`src/rtl/sdram_arb_pkg.sv`:
```
// rtl/sdram_arb_pkg.sv - shared types and helpers for the SDRAM port arbiter
// Contents:
//   arb_state_t : arbiter FSM states (idle / issue to controller / await response)
//   wrap_next   : next port index, wrapping to 0 after n-1 by explicit compare
package sdram_arb_pkg;

  typedef enum logic [1:0] {
    ARB_IDLE  = 2'd0,
    ARB_ISSUE = 2'd1,
    ARB_BUSY  = 2'd2
  } arb_state_t;

  // Port counts need not be powers of two, so the wrap is an explicit compare.
  function automatic int unsigned wrap_next(input int unsigned idx, input int unsigned n);
    return (idx == n - 1) ? 0 : idx + 1;
  endfunction

endpackage

```
`src/rtl/sdram_rr_picker.sv`:
```
// rtl/sdram_rr_picker.sv - combinational round-robin picker
// Ports:
//   pending : one bit per requester, set when that requester wants service
//   ptr     : index with the highest priority this round
//   valid   : at least one pending bit is set
//   idx     : first pending index at or after ptr, wrapping modulo N
module sdram_rr_picker #(
  parameter int N     = 4,
  parameter int IDX_W = 2
) (
  input  logic [N-1:0]     pending,
  input  logic [IDX_W-1:0] ptr,
  output logic             valid,
  output logic [IDX_W-1:0] idx
);

  int cand;

  // Walk the offsets from farthest to nearest so the nearest pending port
  // (smallest offset from ptr) is the last assignment and therefore wins.
  always_comb begin
    valid = 1'b0;
    idx   = '0;
    cand  = 0;
    for (int k = N - 1; k >= 0; k--) begin
      cand = int'(ptr) + k;
      if (cand >= N) cand = cand - N;
      if (pending[cand]) begin
        valid = 1'b1;
        idx   = IDX_W'(cand);
      end
    end
  end

endmodule

```
`src/rtl/sdram_port_arbiter.sv`:
```
// rtl/sdram_port_arbiter.sv - round-robin sharing of one SDRAM controller command port
// Optional build macro: SDRAM_ARB_PORT0_PRIO_EN (port 0 strict priority, others round-robin)
// Ports:
//   clk, rst                            : clock, synchronous active-high reset
//   p_rd, p_wr, p_addr, p_wdata         : per-port requests (packed, port i at slice i)
//   p_ack                               : pulse when a port's request is captured
//   p_rvalid, p_wvalid, p_rdata         : per-port completion pulses, broadcast read data
//   c_rd, c_wr, c_addr, c_wdata         : request to the controller
//   c_rdy, c_rvalid, c_wvalid, c_rdata  : controller accept / response
module sdram_port_arbiter
  import sdram_arb_pkg::*;
#(
  parameter int N_PORTS    = 4,
  parameter int ADDR_WIDTH = 25,
  parameter int DATA_WIDTH = 16,
  parameter int WORD_LEN   = DATA_WIDTH / 8,
  parameter int PIDX_W     = $clog2(N_PORTS)
) (
  input  logic                           clk,
  input  logic                           rst,
  input  logic [N_PORTS-1:0]             p_rd,
  input  logic [N_PORTS*WORD_LEN-1:0]    p_wr,
  input  logic [N_PORTS*ADDR_WIDTH-1:0]  p_addr,
  input  logic [N_PORTS*DATA_WIDTH-1:0]  p_wdata,
  output logic [N_PORTS-1:0]             p_ack,
  output logic [N_PORTS-1:0]             p_rvalid,
  output logic [N_PORTS-1:0]             p_wvalid,
  output logic [DATA_WIDTH-1:0]          p_rdata,
  output logic                           c_rd,
  output logic [WORD_LEN-1:0]            c_wr,
  output logic [ADDR_WIDTH-1:0]          c_addr,
  output logic [DATA_WIDTH-1:0]          c_wdata,
  input  logic                           c_rdy,
  input  logic                           c_rvalid,
  input  logic                           c_wvalid,
  input  logic [DATA_WIDTH-1:0]          c_rdata
);

  arb_state_t              state;
  logic [PIDX_W-1:0]       ptr;
  logic [PIDX_W-1:0]       winner;
  logic                    cap_rd;
  logic [WORD_LEN-1:0]     cap_wr;
  logic [ADDR_WIDTH-1:0]   cap_addr;
  logic [DATA_WIDTH-1:0]   cap_wdata;

  logic [N_PORTS-1:0]      pending;
  logic [N_PORTS-1:0]      rr_pending;
  logic                    rr_valid;
  logic [PIDX_W-1:0]       rr_idx;
  logic                    grant_valid;
  logic [PIDX_W-1:0]       grant_idx;

  logic                    sel_rd;
  logic [WORD_LEN-1:0]     sel_wr;
  logic [ADDR_WIDTH-1:0]   sel_addr;
  logic [DATA_WIDTH-1:0]   sel_wdata;

  always_comb begin
    pending = '0;
    for (int i = 0; i < N_PORTS; i++) begin
      pending[i] = p_rd[i] | (|p_wr[i*WORD_LEN +: WORD_LEN]);
    end
  end

`ifdef SDRAM_ARB_PORT0_PRIO_EN
  // Port 0 is taken out of the rotation and wins outright whenever it asks.
  assign rr_pending  = pending & ~N_PORTS'(1);
  assign grant_valid = pending[0] | rr_valid;
  assign grant_idx   = pending[0] ? '0 : rr_idx;
`else
  assign rr_pending  = pending;
  assign grant_valid = rr_valid;
  assign grant_idx   = rr_idx;
`endif

  sdram_rr_picker #(
    .N     (N_PORTS),
    .IDX_W (PIDX_W)
  ) u_picker (
    .pending (rr_pending),
    .ptr     (ptr),
    .valid   (rr_valid),
    .idx     (rr_idx)
  );

  // Mux the granted port's request fields for capture.
  always_comb begin
    sel_rd    = 1'b0;
    sel_wr    = '0;
    sel_addr  = '0;
    sel_wdata = '0;
    for (int i = 0; i < N_PORTS; i++) begin
      if (grant_idx == PIDX_W'(i)) begin
        sel_rd    = p_rd[i];
        sel_wr    = p_wr[i*WORD_LEN +: WORD_LEN];
        sel_addr  = p_addr[i*ADDR_WIDTH +: ADDR_WIDTH];
        sel_wdata = p_wdata[i*DATA_WIDTH +: DATA_WIDTH];
      end
    end
  end

  always_ff @(posedge clk) begin
    if (rst) begin
      state     <= ARB_IDLE;
      ptr       <= '0;
      winner    <= '0;
      cap_rd    <= 1'b0;
      cap_wr    <= '0;
      cap_addr  <= '0;
      cap_wdata <= '0;
    end else begin
      case (state)
        ARB_IDLE: begin
          if (grant_valid) begin
            winner    <= grant_idx;
            cap_rd    <= sel_rd;
            // A simultaneous read and write is treated as a read.
            cap_wr    <= sel_rd ? '0 : sel_wr;
            cap_addr  <= sel_addr;
            cap_wdata <= sel_wdata;
            state     <= ARB_ISSUE;
          end
        end
        ARB_ISSUE: begin
          if (c_rdy) begin
            state <= ARB_BUSY;
`ifdef SDRAM_ARB_PORT0_PRIO_EN
            if (winner != '0) ptr <= PIDX_W'(wrap_next(int'(winner), N_PORTS));
`else
            ptr <= PIDX_W'(wrap_next(int'(winner), N_PORTS));
`endif
          end
        end
        ARB_BUSY: begin
          if (c_rvalid || c_wvalid) state <= ARB_IDLE;
        end
        default: state <= ARB_IDLE;
      endcase
    end
  end

  // Outputs are forced quiet while rst is high so a reset cycle never leaks a
  // grant or response computed from pre-reset state.
  always_comb begin
    c_rd     = 1'b0;
    c_wr     = '0;
    c_addr   = '0;
    c_wdata  = '0;
    p_ack    = '0;
    p_rvalid = '0;
    p_wvalid = '0;
    p_rdata  = '0;
    if (!rst) begin
      case (state)
        ARB_IDLE: begin
          if (grant_valid) p_ack[grant_idx] = 1'b1;
        end
        ARB_ISSUE: begin
          c_rd    = cap_rd;
          c_wr    = cap_wr;
          c_addr  = cap_addr;
          c_wdata = cap_wdata;
        end
        ARB_BUSY: begin
          if (c_rvalid) begin
            p_rvalid[winner] = 1'b1;
            p_rdata          = c_rdata;
          end else if (c_wvalid) begin
            p_wvalid[winner] = 1'b1;
          end
        end
        default: ;
      endcase
    end
  end

endmodule

```
`config.mk`:
```
export PLATFORM = sky130hd
export DESIGN_NAME = sdram_port_arbiter
export DESIGN_NICKNAME = d
export VERILOG_FILES = /design/src/rtl/sdram_arb_pkg.sv /design/src/rtl/sdram_rr_picker.sv /design/src/rtl/sdram_port_arbiter.sv
export SDC_FILE = /design/constraint.sdc
export NUM_CORES = 1
export LEC_CHECK = 0
export CORE_ASPECT_RATIO = 1.4
export CORE_MARGIN = 10
export CORE_UTILIZATION = 37
export CTS_BUF_LIST = sky130_fd_sc_hd__clkbuf_8
export DETAILED_ROUTE_END_ITERATION = 10
export HOLD_SLACK_MARGIN = 0.02
export PLACE_DENSITY = 0.84
export SKIP_CTS_REPAIR_TIMING = 1
export SLEW_MARGIN = 20
export SYNTH_ARGS = -nofsm -noshare
export SYNTH_HDL_FRONTEND = slang
export SYNTH_SLANG_ARGS = --single-unit
```
`constraint.sdc`:
```
create_clock -name clk -period 9.8 [get_ports clk]
set_input_delay 2.94 -clock clk [delete_from_list [all_inputs] [get_ports clk]]
set_output_delay 2.94 -clock clk [all_outputs]
set_load 0.02 [all_outputs]
```
==> flow_summary.toml <==
[status]
status = "complete, no violations"

[final_layout]
layout_commonest_cell = "clkdlybuf4s50_1"
synthToLayoutAreaGrowth_pct = 73.00
final_cell_mix = "clkdlybuf4s50_1, and2_1, nor2_1, dfxtp_1, nor3_1"
nFillCells = 826
num_antenna_cells = 0
nets = 890
final_layout_size_suffix_gt1_share_pct = 15.51

[synthesis]
syn-instance-count = 447
yosys_warnings = 0
synth_simple_gate_area_share_pct = 34.88
synth_fp_nets = 648
ys_seq_area_share_pct = 25.44
synthesis.area_mm2 = 0.003935
synth_xor_area_share_pct = 0
synth_seq_cells = 50
synth_compound_area_share_pct = 18.47
synthMuxAreaShare_pct = 13.64
yosys.cell_types.count = 40
synth_top_family_by_area = "simple AND/OR/NAND/NOR gates"
synth_area_per_cell_um2 = 8.803
synth_adder_area_share_pct = 1.272

[cts]
cts-root-buf = "clkbuf_8"
path_clk_slew_ns = 0.09
clock_latency_ns = 0.31
htree_levels = 2
cts_tree = "done"
cts_made_buffers = 5
cts.path.max_buffers = 2
cts_sinks = 50

[worst_setup_path]
worstPathRequired_ns = 6.86
arrival_ns = 5.67
reg2reg_depth = 8
r2r_start = "ptr[1]$_SDFFE_PP0P_"
cpLargestDelayFamily = "simple AND/OR/NAND/NOR gates"
crit_path_frequent_cell = "clkdlybuf4s50_1"
critical_path_class = "in2out"
worstSetupEndpointType = "output pin"
slowest_delay_ns = 0.64
crit_start = "p_wr[2]"
critPathSlowestCell = "o21ai_4"
reg2reg_to = "cap_addr[10]$_SDFFE_PP0P_"
cp_max_fo = 27
cp.depth = 7
crit_path_start_kind = "input pin"
ff2ff_setup_slack_ns = 6.97
path_cells = "clkdlybuf4s50_1 > nor3_1 > nand2_1 > o21ai_4 > nor2_1 > and3_1 > clkdlybuf4s50_1"
crit_end = "p_ack[0]"
critical_path_buf_inv_count = 2

[power]
pwr-share-clk_pct = 26.0
peakVddDrop_mv = 0.06770
switching_share_pct = 29.46
p_per_area_mw_per_mm2 = 98.85
internal-power_mw = 0.4747
power_frac_seq_pct = 35.5
leakagePower_nw = 2.461
power_frac_comb_pct = 38.4
switchingPower_mw = 0.1983

[die]
fp.dieH_um = 142.0
dieArea_mm2 = 0.01522
die_w_um = 107.2
rows = 44
start_util_pct = 37.82
coreArea_mm2 = 0.01041
io_pins = 269

[timing]
worst_slew_pin_slew_ns = 0.9083
worst_slack_ns = 1.188
max_freq_mhz = 116.1
fin_crit_sh_pct = 87.88
slew_headroom_pct = 39.45
period_minus_slack_ns = 8.612
drv_slew = 0
rsz0062_at_grt = "no"
setup-tns-final_ns = 0
finalHoldViolCount = 0
finalSetupViolations = 0
finalClockSkew_ns = 0.006490

[grt]
grt.overflow.total = 0
grt_pass1_wl_mm = 24.63
grt_max_degree = 55
grt_usage_pct = 20.08
grt_pass1_vias = 4693
antenna_found_initial = 0

[placement]
dp_slack_ns = 1.256
gp_congestion = 1.034
portBuffers = 268
hpwlAfterDp_mm = 13.02

[route]
wl_per_cell_um = 19.65
vias = 4424
drtAntennaViolNets = 0
totalWireLength_mm = 16.27
via_per_inst = 5.343
drc = 0
drt-pass1-iter-count = 4
drtIter0Drc = 143

[hold_path]
min_path_type = "reg2reg"

[flow_run]
max_cap_violations = 0
## synthesized netlist by cell type, drive strengths merged
cell	n	share of area, %
a21oi	23	3.0
a221o	15	3.8
a221oi	28	9.6
a2bb2oi	1	0.22
and2	69	11
and2b	1	0.19
and3	1	0.16
buf	18	3.5
clkbuf	25	2.4
dfxtp	50	25
ha	4	1.3
inv	4	0.38
mux2	45	13
mux2i	3	0.76
nand2	8	0.76
nand2b	2	0.32
nand3b	1	0.19
nor2	53	5.1
nor3	50	6.7
nor3b	2	0.38
nor4	28	8.9
nor4b	1	0.22
o211ai	3	0.70
o21a	1	0.19
o21ai	5	0.73
o31a	1	0.22
or2	1	0.16
or3	3	0.60
or3b	1	0.22
## worst min path at each step
stage | cells after the start | slack [ns] | start | to
after floorplan | 2 | 0.43 | cap_wr[0]$_SDFFE_PP0P_ | cap_wr[0]$_SDFFE_PP0P_
after global placement | 2 | 0.45 | cap_wr[0]$_SDFFE_PP0P_ | cap_wr[0]$_SDFFE_PP0P_
after detailed placement | 2 | 0.45 | cap_wr[1]$_SDFFE_PP0P_ | cap_wr[1]$_SDFFE_PP0P_
after CTS | 2 | 0.47 | cap_wr[1]$_SDFFE_PP0P_ | cap_wr[1]$_SDFFE_PP0P_
after global routing | 2 | 0.49 | cap_wr[1]$_SDFFE_PP0P_ | cap_wr[1]$_SDFFE_PP0P_
final | 2 | 0.46 | cap_wr[1]$_SDFFE_PP0P_ | cap_wr[1]$_SDFFE_PP0P_
## power groups by stage
stage / registers (mW) / clock network [mW] / logic [mW]
final: 0.239 / 0.175 / 0.259
after global routing: 0.242 / 0.186 / 0.279
after CTS: 0.239 / 0.181 / 0.260
after detailed placement: 0.244 / 0 / 0.260
after global placement: 0.242 / 0 / 0.253
after floorplan: 0.239 / 0 / 0.140
## flip-flops by register name, summed over array words and instances, names as in the netlist
signal,flops
cap_addr,25
cap_wdata,16
cap_wr,2
ptr,2
state,2
winner,2
cap_rd,1
## metal layers
metal	wire length (µm)	track usage, %	part of all wire [%]	vias to the layer above
li1	-	-	-	2121
met1	5899	20.11	36	2068
met2	8616	37.33	53	209
met3	1318	6.573	8.1	26
met4	441	7.291	2.7	0
met5	0	0	0	-
## metrics by stage
| stage | power (mW) | hold slack, ns | util (%) | area (µm²) | instances |
|---|---|---|---|---|---|
| after global routing | 0.7073 | 0.4928 | 65.43 | 6808 | 828 |
| after detailed placement | 0.5035 | 0.4546 | 64.02 | 6661 | 820 |
| after CTS | 0.6805 | 0.4677 | 65.34 | 6799 | 828 |
| final | 0.6730 | 0.4605 | 65.43 | 6808 | 828 |
| after floorplan | 0.3790 | 0.4317 | - | 3935 | 447 |
| after global placement | 0.4956 | 0.4451 | 64.02 | 6661 | 820 |
## worst min-delay path: cells and delay by family, from the launching register on
kind | cells | cell delay [ns]
flops | 1 | 0.32
simple gates | 1 | 0.05
compound gates | 1 | 0.05
## cell type report
| class | instances | area, µm² | share of cell area, % |
|---|---|---|---|
| inverter | 4 | 15.01 | 0.2205 |
| clock buffer | 5 | 68.82 | 1.011 |
| timing repair buffer | 278 | 2753 | 40.43 |
| multi-input combinational | 350 | 2729 | 40.08 |
| clock inverter | 3 | 68.82 | 1.011 |
| sequential | 50 | 1001 | 14.70 |
| tap | 138 | 172.7 | 2.536 |
## kinds of logic after synthesis
family	count (synthesis)
AND/OR/NAND/NOR	221
AO/OA/AOI/OAI	77
flip-flops	50
multiplexers	48
buffers and inverters	47
adder cells (fa/ha/maj)	4
Note: power is estimated with default switching activity, not from simulation.
